===== src/rtl/config_chain_loader.sv =====
// rtl/config_chain_loader.sv - parallel bitstream words to serial tile configuration chain driver
// Optional CONFIG_LOADER_READBACK_EN: packs the chain tail into readback words and skips CLEAR.
module config_chain_loader #(
  parameter int CHAIN_LENGTH = 29,
  parameter int WORD_WIDTH   = 8,
  parameter int RESET_CYCLES = 2
) (
  input  logic                  clock,
  input  logic                  nreset,
  input  logic                  start,
  output logic                  busy,
  output logic                  done,
  input  logic [WORD_WIDTH-1:0] word_data,
  input  logic                  word_valid,
  output logic                  word_ready,
  output logic                  config_data,
  output logic                  config_enable,
  output logic                  config_nreset
`ifdef CONFIG_LOADER_READBACK_EN
  ,
  input  logic                  config_return,
  output logic [WORD_WIDTH-1:0] readback_data,
  output logic                  readback_valid
`endif
);

  localparam int BW = $clog2(CHAIN_LENGTH + 1);
  localparam int WW = $clog2(WORD_WIDTH + 1);
  localparam int RW = $clog2(RESET_CYCLES + 1);

  typedef enum logic [2:0] {IDLE, CLEAR, WAIT_WORD, SHIFT, DONE} state_t;

  state_t                state;
  logic [BW-1:0]         bits_sent;
  logic [WW-1:0]         word_left;
  logic [WORD_WIDTH-1:0] shreg;
  logic [RW-1:0]         clr_cnt;
  int                    rem;
  logic [WW-1:0]         word_n;

  // Bits this word contributes; the final word may be truncated.
  assign rem    = CHAIN_LENGTH - int'(bits_sent);
  assign word_n = (rem >= WORD_WIDTH) ? WW'(WORD_WIDTH) : WW'(rem);

  always_ff @(posedge clock or negedge nreset) begin
    if (!nreset) begin
      state         <= IDLE;
      busy          <= 1'b0;
      done          <= 1'b0;
      word_ready    <= 1'b0;
      config_data   <= 1'b0;
      config_enable <= 1'b0;
      config_nreset <= 1'b0;
      bits_sent     <= '0;
      word_left     <= '0;
      shreg         <= '0;
      clr_cnt       <= '0;
    end else begin
      case (state)
        IDLE: begin
          config_nreset <= 1'b1;
          config_enable <= 1'b0;
          config_data   <= 1'b0;
          word_ready    <= 1'b0;
          done          <= 1'b0;
          busy          <= 1'b0;
          if (start) begin
            busy      <= 1'b1;
            bits_sent <= '0;
            clr_cnt   <= '0;
`ifdef CONFIG_LOADER_READBACK_EN
            // Chain must keep its old contents so they can be shifted out.
            word_ready <= 1'b1;
            state      <= WAIT_WORD;
`else
            config_nreset <= 1'b0;
            state         <= CLEAR;
`endif
          end
        end
        CLEAR: begin
          if (clr_cnt == RW'(RESET_CYCLES - 1)) begin
            config_nreset <= 1'b1;
            word_ready    <= 1'b1;
            state         <= WAIT_WORD;
          end else begin
            clr_cnt <= clr_cnt + RW'(1);
          end
        end
        WAIT_WORD: begin
          if (word_valid) begin
            word_ready    <= 1'b0;
            config_enable <= 1'b1;
            config_data   <= word_data[0];
            shreg         <= word_data >> 1;
            word_left     <= word_n - WW'(1);
            bits_sent     <= bits_sent + BW'(1);
            state         <= SHIFT;
          end
        end
        SHIFT: begin
          if (word_left != '0) begin
            config_data <= shreg[0];
            shreg       <= shreg >> 1;
            word_left   <= word_left - WW'(1);
            bits_sent   <= bits_sent + BW'(1);
          end else begin
            config_enable <= 1'b0;
            config_data   <= 1'b0;
            if (bits_sent == BW'(CHAIN_LENGTH)) begin
              done  <= 1'b1;
              state <= DONE;
            end else begin
              word_ready <= 1'b1;
              state      <= WAIT_WORD;
            end
          end
        end
        DONE: begin
          done  <= 1'b0;
          busy  <= 1'b0;
          state <= IDLE;
        end
        default: state <= IDLE;
      endcase
    end
  end

`ifdef CONFIG_LOADER_READBACK_EN
  logic [WORD_WIDTH-1:0] rb_word;
  logic [WW-1:0]         rb_cnt;

  // During an enable cycle bits_sent already counts the bit on the wire.
  always_ff @(posedge clock or negedge nreset) begin
    if (!nreset) begin
      readback_data  <= '0;
      readback_valid <= 1'b0;
      rb_word        <= '0;
      rb_cnt         <= '0;
    end else begin
      readback_valid <= 1'b0;
      if (config_enable) begin
        if (rb_cnt == WW'(WORD_WIDTH - 1) || bits_sent == BW'(CHAIN_LENGTH)) begin
          readback_data  <= rb_word | (WORD_WIDTH'(config_return) << rb_cnt);
          readback_valid <= 1'b1;
          rb_word        <= '0;
          rb_cnt         <= '0;
        end else begin
          rb_word <= rb_word | (WORD_WIDTH'(config_return) << rb_cnt);
          rb_cnt  <= rb_cnt + WW'(1);
        end
      end
    end
  end
`endif

endmodule

===== config.mk =====
export PLATFORM = sky130hd
export DESIGN_NAME = config_chain_loader
export DESIGN_NICKNAME = d
export VERILOG_FILES = /design/src/rtl/config_chain_loader.sv
export SDC_FILE = /design/constraint.sdc
export NUM_CORES = 1
export LEC_CHECK = 0
export ABC_AREA = 1
export CORE_ASPECT_RATIO = 1.5
export CORE_UTILIZATION = 49
export CTS_CLUSTER_DIAMETER = 30
export CTS_CLUSTER_SIZE = 8
export DETAILED_ROUTE_END_ITERATION = 8
export PLACE_DENSITY = 0.77
export SLEW_MARGIN = 20
export SYNTH_ARGS = -nofsm -noshare
export SYNTH_HDL_FRONTEND = slang
export SYNTH_SLANG_ARGS = --single-unit

===== constraint.sdc =====
create_clock -name clock -period 1.8 [get_ports clock]
set_clock_uncertainty 0.1 [all_clocks]
set_input_delay 0.45 -clock clock [delete_from_list [all_inputs] [get_ports clock]]
set_output_delay 0.45 -clock clock [all_outputs]
set_load 0.05 [all_outputs]

# After elaboration in Yosys (flattened, before gate mapping)
# Index checks and enable logic that the tools add are counted.
totals:
  regBits: 28
  in_bits: 12
  out_inout_bits: 6
  wordCells: 87
classes:
  add_sub_neg: 5
  magnitude_cmp: 1
  eq_ne: 14
  n_mux: 38
  reduce_logical: 18
ops:
  columns: ["op", "n"]
  rows:
  - ["2-to-1 mux 8 bit", 2]
  - ["!= test 2 bit (second input constant)", 8]
  - ["case mux 8 bit (2 select lines)", 1]
  - ["2-to-1 mux 3 bit", 5]
  - ["2-to-1 mux 5 bit", 3]
  - ["case mux 5 bit (3 select lines)", 1]
  - ["2-to-1 mux 1 bit", 12]
  - ["2-to-1 mux 4 bit", 3]
  - ["case mux 3 bit (4 select lines)", 1]
  - ["AND reduction 3 bit", 4]
  - ["case mux 4 bit (2 select lines)", 1]
  - ["AND reduction 4 bit", 2]
  - ["nonzero test 2 bit", 4]
  - ["nonzero test 4 bit", 2]
  - ["subtractor 4 x 1 -> 4 bit (second input constant)", 2]
  - ["equality test 3 x 2 -> 1 bit (second input constant)", 2]
  - ["greater-or-equal comparator 6 x 5 -> 1 bit (second input constant)", 1]
  - ["case mux 1 bit (2 select lines)", 3]
  - ["case mux 1 bit (3 select lines)", 2]
  - ["subtractor 5 x 5 -> 6 bit (first input constant)", 1]
  - ["adder 5 x 1 -> 5 bit (second input constant)", 1]
  - ["equality test 5 bit (second input constant)", 1]
  - ["AND reduction 5 bit", 1]
  - ["2-to-1 mux 2 bit", 2]
  - ["other kinds (10)", 11]

# Logic depth before layout (Yosys ltp)
# Gate-level depths: netlist of the first run.
depth:
  word_depth: 6
  ltp_mapped: 11
  depth_no_buf: 11

# Worst setup path before layout of the first run
# Ideal clock, no wire load.
synth_timing:
  path_type: "flip-flop to flip-flop"
  startpoint: "reg bits_sent[2]"
  endpoint: "reg word_left[2]"
  setup_time_ns: 0.124
  t_arrival_ns: 1.546
  t_required_ns: 1.576
  setup_slack_ns: 0.031
  stages_incl_launch_ff: 11
  path_buffers: 0
  period_less_slack_ns: 1.769
  cell_sequence: "dfrtp_1 ha_1 inv_1 nand3_1 nand2_1 nand3_1 nor2_1 nor2_2 ha_1 xnor2_1 o21ai_1"
synth_between:
  elab_chain_len: 6
synth_lines:
  columns: ["item", "line", "text"]
  rows:
  - ["from (decl)", "34", "logic [BW-1:0] bits_sent;"]
  - ["from (signal assigned)", "97", "bits_sent <= bits_sent + BW'(1);"]
  - ["from (signal assigned)", "106", "bits_sent <= bits_sent + BW'(1);"]
  - ["subtractor 5 x 5 -> 6 bit (*)", "42", "assign rem = CHAIN_LENGTH - int'(bits_sent);"]
  - ["greater-or-equal comparator 6 x 5 -> 1 bit", "43", "assign word_n = (rem >= WORD_WIDTH) ? WW'(WORD_WIDTH) : WW'(rem);"]
  - ["2-to-1 mux 4 bit (*)", "43", null]
  - ["subtractor 4 x 1 -> 4 bit (*)", "96", "word_left <= word_n - WW'(1);"]
  - ["2-to-1 mux 4 bit (*)", "91", "if (word_valid) begin"]
  - ["case mux 4 bit (2 select lines) (*)", "59", "case (state)"]
  - ["to (signal assigned)", "96", null]
  - ["to (signal assigned)", "105", "word_left <= word_left - WW'(1);"]
  - ["to (decl)", "35", "logic [WW-1:0] word_left;"]
# Mark *: on every way between the ends. The rest lies on a longest branch, timed or not. The select of a mux whose other input is x is not followed.
# A chain may end at the register's enable or synchronous reset.

# Worst setup path in the final report of the first run
layout_timing:
  startpoint: "reg state[0]"
  endpoint: "reg word_left[2]"
layout_between:
  elab_chain_len: 3
  elab_cells_between_ends: 7
  cone_classes: "eq/ne: 4; mux: 1; reduce/logical: 2"
layout_lines:
  columns: ["item", "line", "text"]
  rows:
  - ["from (decl)", "33", "state_t state;"]
  - ["from (signal assigned)", "47", "state <= IDLE;"]
  - ["from (signal assigned)", "77", "state <= CLEAR;"]
  - ["from (signal assigned)", "85", "state <= WAIT_WORD;"]
  - ["equality test 3 x 2 -> 1 bit", "59", null]
  - ["!= test 2 bit (no line) or nonzero test 2 bit (tied branches)", null, null]
  - ["AND reduction 3 bit (no line)", null, null]
# Parallel ways exist; a longest one is shown, timed or not.

==> PnR_summary.wiki, run 1 <==
{| class="wikitable"
! Metric !! Value
|-
| Endpoint kind of the worst setup timing path || flip-flop
|-
| Share of post-route cells with drive strength above 1 || 0.234
|-
| Final number of hold-violating endpoints || 0
|-
| H-Tree Depth || 1
|-
| 1st-pass router iterations || 4
|-
| Area of the core region || 2910 sq um
|-
| Final count of pins violating max slew || 0
|-
| Source-to-sink clock delay at the later pin of the worst-skew pair || 270 ps
|-
| Required time reported for the critical path endpoint || around 1900 ps
|-
| Leak || 0.938 nW
|-
| Vias || 1366
|-
| GR peak layer || met2
|-
| Slew Limit Headroom || 0.777
|-
| First-pass GRT wire length || 5.82 mm
|-
| Via count of the first global-routing pass || 1449
|-
| Total routed wirelength || around 3.2 mm
|-
| Pre-CTS setup slack || -86.7 ps
|-
| Mean post-synth cell area || 7.85 sq um
|-
| Remaining global-route overflow || 0
|-
| Avg WL per Cell || 12.4 um
|-
| Relative area change from synthesis to final layout || 29.0%
|-
| Number of enable flip-flop cells after synthesis || 0
|-
| Category of cells accounting for the largest share of critical-path delay || simple AND/OR/NAND/NOR gates
|-
| Die area || ~3300 sq um
|-
| Final non-filler cell area || 1940 sq um
|-
| Starting Density || 0.517
|-
| RSZ-0062 raised after global routing || yes
|-
| Crit path DAT || 1770 ps
|-
| FILL cells || 247
|-
| Transition at the pin with the smallest max-transition slack || 335 ps
|-
| Worst ir drop on vdd || about 1.2 mV
|-
| Number of antenna violations at the first check in global routing || 0
|-
| Layout Nets || roughly 240
|-
| Final Wtd Congestion || 0.798
|-
| Post-synthesis cell type count || 25
|-
| Largest net degree at the start of global routing || 28
|-
| Half-perimeter wire length after placement || 2.42 mm
|-
| Global routing usage summed across all routing layers || 0.235
|-
| Quantity of hold-fixing buffers added after cts || 0
|-
| Remaining routing DRC violations || 0
|-
| Slowest-stage cell, CP || sky130_fd_sc_hd__dfrtp_2
|-
| Cells after Synth || 192
|-
| Met1 track demand over resource || 0.313
|-
| DR vias/cell || ~5.2
|-
| Residual antenna-violating net count after detailed routing || 0
|-
| Most common library cell in the layout ignoring fill and taps || sky130_fd_sc_hd__nand2_1
|-
| Clock-pin transition on the worst setup and hold timing paths || around 90 ps
|-
| Synthesized flop and latch total || 27
|-
| Slowest cell delay on critical path || 460 ps
|-
| Finish-stage setup viols || 0
|-
| Worst Setup Start Kind || flip-flop
|-
| Number of max-cap violations || 0
|-
| Run status || complete, no violations
|-
| Areal power density over the cells || 1860 nW/um^2
|-
| Post-synthesis net count || 211
|-
| Count of standard-cell rows || 24
|-
| Yosys warnings || 0
|-
| Sequential cell area fraction in the yosys report || 0.449
|-
| Proportion of register bits with asynchronous set or reset after synthesis || 1.00
|-
| Maximum achievable frequency || 582 MHz
|-
| Die boundary height || about 70 um
|-
| Horiz. Die Dim || 47.3 um
|-
| Number of buffers on the longest clock path || 2
|-
| Sinks on Clock Net || 27
|-
| Hold Slack || about 420 ps
|-
| Min Clock Period, post-route || 1720 ps
|-
| Crit path cell chain || nand2_2, nor2_4, inv_2, nand2_1, nor2_2, nor2_2, ha_2, xnor2_1, o21ai_1
|-
| Initial drt markers || 28
|-
| Path class of the lowest-slack min-delay path || flip-flop to flip-flop
|-
| Post-placement cell area || 1860 sq um
|-
| Worst Path Max Fanout || 7
|-
| Met2 capacity usage during global routing || 0.373
|-
| M3 GR Usage || 0.0258
|-
| Clock tree root buffer cell || sky130_fd_sc_hd__clkbuf_8
|-
| Sum of buffers and inverters on the critical path || 1
|-
| Kind of critical path || flip-flop to flip-flop
|-
| Most common cell type on the critical path || sky130_fd_sc_hd__nor2_2
|-
| Num CTS Buffers || 3
|-
| Main synth FF type || sky130_fd_sc_hd__dfrtp_1
|-
| Highest-count cells in the layout ignoring fill and taps || sky130_fd_sc_hd__nand2_1 (38), sky130_fd_sc_hd__inv_1 (26), sky130_fd_sc_hd__dfrtp_1 (24), sky130_fd_sc_hd__nor2_1 (18), sky130_fd_sc_hd__o21ai_0 (15)
|-
| Final WS setup || around 82 ps
|-
| Area occupied by registers || 679 sq um
|-
| TritonCTS clock tree || done
|-
| Final cycle utilization of the critical path || 0.954
|-
| Number of top-level pins || 18
|-
| Synth Cell Area || 1510 sq um
|-
| Number of I/O port buffers || 17
|-
| Diode count || 0
|-
| Total area of multi-input combinational cells || between 700 and 800 sq um
|}
[kinds of logic (layout without fill, tap and decap cells)]
group | count (synthesis) | after routing | share of synthesized area
AND/OR/NAND/NOR | 87 | 87 | 0.254
buffers and inverters | 34 | 64 | 0.0872
AO/OA/AOI/OAI | 36 | 36 | 0.146
flip-flops | 27 | 27 | 0.449
XOR/XNOR | 1 | 1 | 0.00582
adder cells (fa/ha/maj) | 7 | 7 | 0.0581
[state kept, by name, indices dropped and copies added (netlist names)]
register       cells
word_ready         1
config_data        1
state              3
bits_sent          5
clr_cnt            2
word_left          4
config_nreset      1
busy               1
done               1
shreg              7
config_enable      1
[synth_stat cells (3+ instances only)]
cell,number,share of area
sky130_fd_sc_hd__ha_1,7,0.058
sky130_fd_sc_hd__a21oi_1,5,0.017
sky130_fd_sc_hd__nand3_1,11,0.037
sky130_fd_sc_hd__nor2_2,4,0.017
sky130_fd_sc_hd__nor3_1,4,0.013
sky130_fd_sc_hd__o211ai_1,7,0.035
sky130_fd_sc_hd__inv_1,27,0.067
sky130_fd_sc_hd__o21ai_1,3,0.010
sky130_fd_sc_hd__inv_2,5,0.012
sky130_fd_sc_hd__nor2_1,22,0.055
sky130_fd_sc_hd__o21ai_0,15,0.050
sky130_fd_sc_hd__dfrtp_1,27,0.45
sky130_fd_sc_hd__nand2_1,39,0.097
sky130_fd_sc_hd__nand2_2,3,0.012
[where the power goes]
part | switching, mW | internal [mW] | leakage, nW | total, mW
Clock | 0.171 | 0.158 | 0.0228 | 0.330
Sequential | 0.200 | 0.893 | 0.330 | 1.09
Combinational | 1.33 | 0.876 | 0.585 | 2.20
[through the flow]
| stage | util | power (mW) | std cells | TNS, ps |
|---|---|---|---|---|
| after detailed placement | 0.637 | 3.21 | 257 | -337 |
| after CTS | 0.655 | 3.57 | 261 | 0 |
| after floorplan | - | 2.47 | 192 | 0 |
| after global routing | 0.667 | 3.94 | 261 | -13.0 |
| final | 0.667 | 3.62 | 261 | 0 |
| after global placement | 0.637 | 3.13 | 257 | -51.0 |
[final timing paths]
kind / startpoint / to / slack, ps / depth (start not counted)
max in group asynchronous: nreset / state[1] / 880 / 2
min reg2reg: clr_cnt[0] / clr_cnt[0] / 420 / 1
min: clr_cnt[0] / clr_cnt[0] / 420 / 1
min in group asynchronous: nreset / word_left[1] / 450 / 2
max: state[0] / word_left[2] / 80 / 9
max reg2reg: state[0] / word_left[2] / 80 / 9
[routing by layer]
metal | vias to the layer above | wire length (um)
li1 | 677 | -
met1 | 653 | 1330
met2 | 27 | 1760
met3 | 9 | 79
met4 | 0 | 74
met5 | - | 0
[worst register-to-register path: cells and delay by family, from the launching register on]
kind / cells / cell delay (ps)
xor gates and xnor gates: 1 / 120
adders and majority gates: 1 / 200
AOI/OAI and AO/OA: 1 / 80
buffers and inverters: 1 / 120
DFF: 1 / 460
and+or+nand+nor: 5 / 530
[layout make-up]
cell class,instances,area share
clock buffers,4,0.0232
inverters,32,0.0618
multi-input cells,131,0.379
flip-flops and latches,27,0.350
well taps,39,0.0251
repair buffers,28,0.161
[repair_timing]
action | in CTS | in global routing
setup buffers | 0 | 0
setup endpoints to repair | 1 | 10
pin swaps | 0 | 5
cloned | 0 | 0
resized for setup | 1 | 14
Note: power is estimated with default switching activity, not from simulation.
==> run 2: changes to the inputs <==
--- a/config.mk
+++ b/config.mk
@@ -6,12 +6,11 @@
 export NUM_CORES = 1
 export LEC_CHECK = 0
 export ABC_AREA = 1
-export CORE_ASPECT_RATIO = 1.5
 export CORE_UTILIZATION = 49
 export CTS_CLUSTER_DIAMETER = 30
 export CTS_CLUSTER_SIZE = 8
 export DETAILED_ROUTE_END_ITERATION = 8
-export PLACE_DENSITY = 0.77
+export PLACE_DENSITY = 0.8
 export SLEW_MARGIN = 20
 export SYNTH_ARGS = -nofsm -noshare
 export SYNTH_HDL_FRONTEND = slang
==> run 2 against run 1 <==
Net effect: setup slack gained 47 ps; via count shrank 4.5%; worst hold slack lost 35 ps; flip-flop and latch count is the same; design area grew 0.45%; clock power shrank 23%; clock-buffer cell count is the same; routed wire length shrank 8.7%; maximum frequency grew 2.8%; global-route usage shrank 2.6 points; core utilization grew 2.3 points; total power shrank 0.61%; critical endpoint unchanged; largest power group unchanged.
==> PnR_summary.wiki, run 2 (synthesis results as in run 1) <==
{| class="wikitable"
! Metric !! Value
|-
| Remaining routing DRC violations || 0 (unchanged)
|-
| Required time reported for the critical path endpoint || 1930 ps (+80 ps)
|-
| Most common library cell in the layout ignoring fill and taps || sky130_fd_sc_hd__nand2_1
|-
| Number of max-cap violations || 0 (unchanged)
|-
| Worst Setup Start Kind || flip-flop
|-
| Area of the core region || 2830 sq um (-2.9%)
|-
| Half-perimeter wire length after placement || 2.24 mm (-7.2%)
|-
| RSZ-0062 raised after global routing || no
|-
| Min Clock Period, post-route || 1670 ps (-46.8 ps)
|-
| Quantity of hold-fixing buffers added after cts || 0 (unchanged)
|-
| Num CTS Buffers || 3 (unchanged)
|-
| Sinks on Clock Net || 27 (unchanged)
|-
| Final number of hold-violating endpoints || 0 (unchanged)
|-
| Horiz. Die Dim || 57.4 um (+22%)
|-
| Final Wtd Congestion || 0.863 (+8.2%)
|-
| Finish-stage setup viols || 0 (unchanged)
|-
| Relative area change from synthesis to final layout || 29.6%
|-
| Largest net degree at the start of global routing || 28 (unchanged)
|-
| Final count of pins violating max slew || 0 (unchanged)
|-
| Hold Slack || 382 ps (-35.3 ps)
|-
| Avg WL per Cell || 11.5 um (-7.2%)
|-
| Path class of the lowest-slack min-delay path || input pin to asynchronous set/reset pin
|-
| Via count of the first global-routing pass || 1206 (-17%)
|-
| Highest-count cells in the layout ignoring fill and taps || sky130_fd_sc_hd__nand2_1 (38), sky130_fd_sc_hd__dfrtp_1 (27), sky130_fd_sc_hd__inv_1 (26), sky130_fd_sc_hd__nor2_1 (20), sky130_fd_sc_hd__o21ai_0 (15)
|-
| Starting Density || 0.533 (+0.0153)
|-
| Max reg flops || 7 (unchanged)
|-
| Total routed wirelength || 2.96 mm (-8.7%)
|-
| Kind of critical path || flip-flop to flip-flop
|-
| Register name with the most flops || shreg
|-
| Crit path DAT || 1800 ps (+30 ps)
|-
| Layout Nets || 246 (+1.7%)
|-
| Diode count || 0 (unchanged)
|-
| Die boundary height || 57.4 um (-18%)
|-
| Residual antenna-violating net count after detailed routing || 0 (unchanged)
|-
| Number of buffers on the longest clock path || 2 (unchanged)
|-
| DR vias/cell || 5.08 (-3.0%)
|-
| Die area || 3300 sq um (-0.14%)
|-
| Areal power density over the cells || 1840 nW/um^2 (-1.1%)
|-
| Global routing usage summed across all routing layers || 0.208 (-0.0265)
|-
| Maximum achievable frequency || 598 MHz (+2.8%)
|-
| H-Tree Depth || 1 (unchanged)
|-
| Run status || complete, no violations
|-
| First-pass GRT wire length || 5.19 mm (-11%)
|-
| Count of standard-cell rows || 19 (-21%)
|-
| Worst ir drop on vdd || 1.00 mV (-17%)
|-
| Number of antenna violations at the first check in global routing || 0 (unchanged)
|-
| Worst Path Max Fanout || 4 (-3)
|-
| TritonCTS clock tree || done
|-
| Slew Limit Headroom || 0.767 (-0.00926)
|-
| Share of post-route cells with drive strength above 1 || 0.221 (-0.0130)
|-
| Initial drt markers || 45 (+61%)
|-
| Endpoint kind of the worst setup timing path || flip-flop
|-
| Transition at the pin with the smallest max-transition slack || 349 ps (+13.9 ps)
|-
| Number of top-level pins || 18 (unchanged)
|-
| Remaining global-route overflow || 0 (unchanged)
|-
| Vias || 1305 (-4.5%)
|-
| Final cycle utilization of the critical path || 0.928 (-0.0260)
|-
| Leak || 0.958 nW (+2.2%)
|-
| Clock tree root buffer cell || sky130_fd_sc_hd__clkbuf_4
|-
| Number of I/O port buffers || 17 (unchanged)
|-
| Total Neg Setup Slack || 0 ps (unchanged)
|-
| Largest regs || shreg x7, bits_sent x5, word_left x4
|-
| Clock-pin transition on the worst setup and hold timing paths || 130 ps (+40 ps)
|-
| Source-to-sink clock delay at the later pin of the worst-skew pair || 320 ps (+50 ps)
|-
| 1st-pass router iterations || 4 (unchanged)
|}
-- run 2: worst paths after layout --
path / startpoint / end / slack [ps] / cells after the start
worst max-delay path: bits_sent[1] / word_left[2] / 130 / 10
worst min-delay path: nreset / done / 380 / 2
worst max register to register: bits_sent[1] / word_left[2] / 130 / 10
min in group clock: clr_cnt[0] / clr_cnt[0] / 430 / 1
worst min register to register: clr_cnt[0] / clr_cnt[0] / 430 / 1
max in group asynchronous: nreset / clr_cnt[1] / 960 / 2
-- run 2: metrics by stage --
step	setup slack (ps)	util	instance area [sq um]	power [mW]	instances
finish	129	0.690	1950	3.60	257
detailed placement	-65.1	0.665	1880	3.28	252
global route	1.98	0.690	1950	3.95	257
global placement	-64.1	0.665	1880	3.21	252
CTS	36.7	0.674	1910	3.55	256
floorplan	30.8	-	1510	2.47	192
-- run 2: layer usage --
layer | wire length (um) | global-route usage
met4 | 53 | 0.101
met5 | 0 | 0
met3 | 90 | 0.0295
met2 | 1360 | 0.317
met1 | 1450 | 0.293
-- run 2: layout make-up --
type / count / area [sq um]
clock buffers: 4 / 26.3
fillers: 213 / 877
inverters: 32 / 120
multi-input cells: 131 / 732
flip-flops and latches: 27 / 676
well taps: 31 / 38.8
repair buffers: 32 / 359
-- run 2: power by group --
group,switching (mW),internal [mW],total [mW]
sequential,0.193,0.886,1.08
clock,0.168,0.0870,0.255
combinational,1.30,0.963,2.27
total,1.66,1.94,3.60
-- run 2: repair_timing --
item                       CTS  global route
resized for setup            0            10
setup endpoints to repair    0            10
buffers inserted             0             1
-- run 2: worst max-delay path: stages (launching register included) --
cell                      delay, ps
sky130_fd_sc_hd__dfrtp_1        410
sky130_fd_sc_hd__ha_2           180
sky130_fd_sc_hd__inv_2           70
sky130_fd_sc_hd__nand3_1         70
sky130_fd_sc_hd__nand2_1         90
sky130_fd_sc_hd__nand4_1         90
sky130_fd_sc_hd__nand2_1         90
sky130_fd_sc_hd__inv_1           60
sky130_fd_sc_hd__ha_1           200
sky130_fd_sc_hd__xnor2_1        150
sky130_fd_sc_hd__o21ai_1         70
==> run 3: changes to the inputs <==
--- a/config.mk
+++ b/config.mk
@@ -6,12 +6,12 @@
 export NUM_CORES = 1
 export LEC_CHECK = 0
 export ABC_AREA = 1
-export CORE_UTILIZATION = 49
+export CORE_UTILIZATION = 30
 export CTS_CLUSTER_DIAMETER = 30
 export CTS_CLUSTER_SIZE = 8
 export DETAILED_ROUTE_END_ITERATION = 8
-export PLACE_DENSITY = 0.8
-export SLEW_MARGIN = 20
+export PLACE_DENSITY = 0.56
+export SLEW_MARGIN = 10
 export SYNTH_ARGS = -nofsm -noshare
 export SYNTH_HDL_FRONTEND = slang
 export SYNTH_SLANG_ARGS = --single-unit
==> constraint.sdc (replaced) <==
create_clock -name clock -period 1.8 [get_ports clock]
set_clock_uncertainty 0.1 [all_clocks]
set_input_delay 0.36 -clock clock [delete_from_list [all_inputs] [get_ports clock]]
set_output_delay 0.36 -clock clock [all_outputs]
set_load 0.05 [all_outputs]
==> run 3 against run 2 <==
Net effect: worst hold slack got worse by 28 ps; flip-flop and latch count unchanged; sequential power barely moved; non-clock buffer count fell by 5; clock-buffer cell count decreased by 1; via count increased by 1.5%; final cell count up 12%; routed wire length grew 4.4%; register-to-register slack got worse by 30 ps; die area up 61%; critical endpoint unchanged; highest routed layer unchanged.
==> PnR_summary.wiki, run 3 (synthesis results as in run 1) <==
{| class="wikitable"
! Metric !! Value
|-
| Vias || 1325 (+1.5%)
|-
| Highest-count cells in the layout ignoring fill and taps || sky130_fd_sc_hd__nand2_1 (38), sky130_fd_sc_hd__inv_1 (25), sky130_fd_sc_hd__dfrtp_1 (25), sky130_fd_sc_hd__nor2_1 (22)
|-
| Half-perimeter wire length after placement || 2.32 mm (+3.5%)
|-
| Register name with the most flops || shreg
|-
| Num CTS Buffers || 3 (unchanged)
|-
| 1st-pass router iterations || 4 (unchanged)
|-
| Die boundary height || 72.9 um (+27%)
|-
| TritonCTS clock tree || done
|-
| Residual antenna-violating net count after detailed routing || 0 (unchanged)
|-
| Utilization after layout || 0.397 (-0.293)
|-
| Number of I/O port buffers || 17 (unchanged)
|-
| Transition at the pin with the smallest max-transition slack || 365 ps (+15.7 ps)
|-
| Number of buffers on the longest clock path || 2 (unchanged)
|-
| DR vias/cell || 4.60 (-9.4%)
|-
| Global routing usage summed across all routing layers || 0.129 (-0.0795)
|-
| Source-to-sink clock delay at the later pin of the worst-skew pair || 280 ps (-40 ps)
|-
| Most common library cell in the layout ignoring fill and taps || sky130_fd_sc_hd__nand2_1
|-
| Leak || 0.917 nW (-4.3%)
|-
| Share of post-route cells with drive strength above 1 || 0.222 (+0.000481)
|-
| Crit path DAT || 1810 ps (about the same)
|-
| Die area || 5310 sq um (+61%)
|-
| Total Neg Setup Slack || 0 ps (unchanged)
|-
| Avg WL per Cell || 10.7 um (-6.9%)
|-
| First-pass GRT wire length || 5.40 mm (+4.1%)
|-
| Total power of the final layout || 3.46 mW (-3.9%)
|-
| Run status || complete, no violations
|-
| Remaining routing DRC violations || 0 (unchanged)
|-
| H-Tree Depth || 1 (unchanged)
|-
| Initial drt markers || 31 (-31%)
|-
| Starting Density || 0.315 (-0.218)
|-
| Number of top-level pins || 18 (unchanged)
|-
| FILL cells || 484 (+130%)
|-
| Final Wtd Congestion || 0.867 (+0.44%)
|-
| Endpoint kind of the worst setup timing path || flip-flop
|-
| Sinks on Clock Net || 27 (unchanged)
|-
| Total routed wirelength || 3.09 mm (+4.4%)
|-
| Required time reported for the critical path endpoint || 1910 ps (-20 ps)
|-
| Total area of multi-input combinational cells || 728 sq um (-0.51%)
|-
| Slew Limit Headroom || 0.757 (-0.0104)
|-
| Path class of the lowest-slack min-delay path || input pin to asynchronous set/reset pin
|-
| Final count of pins violating max slew || 0 (unchanged)
|-
| Final cycle utilization of the critical path || 0.944 (+0.0158)
|-
| Worst ir drop on vdd || 0.692 mV (-31%)
|-
| Clock-pin transition on the worst setup and hold timing paths || 100 ps (-30 ps)
|-
| Final number of hold-violating endpoints || 0 (unchanged)
|-
| Areal power density over the cells || 1820 nW/um^2 (-1.4%)
|-
| RSZ-0062 raised after global routing || yes
|-
| Kind of critical path || flip-flop to flip-flop
|-
| Number of max-cap violations || 0 (unchanged)
|-
| Maximum achievable frequency || 588 MHz (-1.7%)
|-
| Worst Setup Start Kind || flip-flop
|-
| Quantity of hold-fixing buffers added after cts || 0 (unchanged)
|-
| Number of antenna violations at the first check in global routing || 0 (unchanged)
|-
| Worst Path Max Fanout || 4 (unchanged)
|-
| Clock tree root buffer cell || sky130_fd_sc_hd__clkbuf_8
|-
| Remaining global-route overflow || 0 (unchanged)
|-
| Max reg flops || 7 (unchanged)
|-
| Area occupied by registers || 678 sq um (+0.37%)
|-
| Via count of the first global-routing pass || 1235 (+2.4%)
|-
| Worst reg2reg setup slack || 100 ps (-30 ps)
|-
| Largest regs || shreg x7, bits_sent x5, word_left x4
|-
| Finish-stage setup viols || 0 (unchanged)
|-
| Min Clock Period, post-route || 1700 ps (+28.4 ps)
|-
| Largest net degree at the start of global routing || 28 (unchanged)
|-
| Diode count || 0 (unchanged)
|-
| Area of the core region || 4790 sq um (+69%)
|-
| Layout Nets || 241 (-2.0%)
|-
| Relative area change from synthesis to final layout || 26.2%
|-
| Count of standard-cell rows || 25 (+6)
|-
| Horiz. Die Dim || 72.9 um (+27%)
|}
-- run 3: cell count changes in the layout (fill, tap and decap cells not counted), sizes merged --
cell / before / now
buf: 21 / 16
clkinvlp: 0 / 1
clkbuf: 4 / 3
-- run 3: timing repair --
| item | CTS | global route |
|---|---|---|
| buffers inserted | 0 | 1 |
| resized for setup | 0 | 11 |
| endpoints found under the setup margin | 0 | 5 |
-- run 3: metrics by stage --
stage	instance area, sq um	worst slack [ps]	cells	hold WS, ps
2_1_floorplan	1510	30.8	192	-35.6
6_report	1900	101	288	354
3_3_place_gp	1810	-50.7	283	388
5_1_grt	1900	-22.4	288	380
4_1_cts	1860	6.43	287	367
3_5_place_dp	1810	-38.8	283	376
-- run 3: final cells by class --
type / instances / share of cell area
multi-input cells: 131 / 0.383
inverters: 32 / 0.0632
flip-flops and latches: 27 / 0.357
well taps: 67 / 0.0441
clock buffers: 3 / 0.0217
clock inverters: 1 / 0.00395
repair buffers: 27 / 0.128
-- run 3: worst paths after layout --
path	from	cells after the start	to
max	bits_sent[1]	9	word_left[2]
min	nreset	2	bits_sent[3]
max in group asynchronous	nreset	2	state[2]
max reg2reg	bits_sent[1]	9	word_left[2]
min in group clock	config_data	2	config_data
min reg2reg	config_data	2	config_data
-- run 3: metal layers --
layer  wire (um)  share of wire  track usage  vias to the layer above
li1            -              -            -                      678
met5           0              0            0                        -
met1        1620           0.53        0.193                      620
met4          22         0.0071       0.0327                        0
met2        1360           0.44        0.196                       25
met3          80          0.026       0.0166                        2
-- run 3: report_power, final --
group	leakage, nW	internal (mW)	switching [mW]
combinational	0.564	0.771	1.28
clock	0.0217	0.157	0.203
sequential	0.331	0.890	0.157
total	0.917	1.82	1.64
-- run 3: worst max-delay path, cell delays in order (launching register included) --
cell and delay [ps]:
sky130_fd_sc_hd__dfrtp_1 410, sky130_fd_sc_hd__buf_4 140, sky130_fd_sc_hd__buf_4 140, sky130_fd_sc_hd__nand4_1 130, sky130_fd_sc_hd__nand3_2 100, sky130_fd_sc_hd__nor2_1 130, sky130_fd_sc_hd__nor2_2 50, sky130_fd_sc_hd__ha_2 180
sky130_fd_sc_hd__xnor2_2 120, sky130_fd_sc_hd__o21ai_1 120
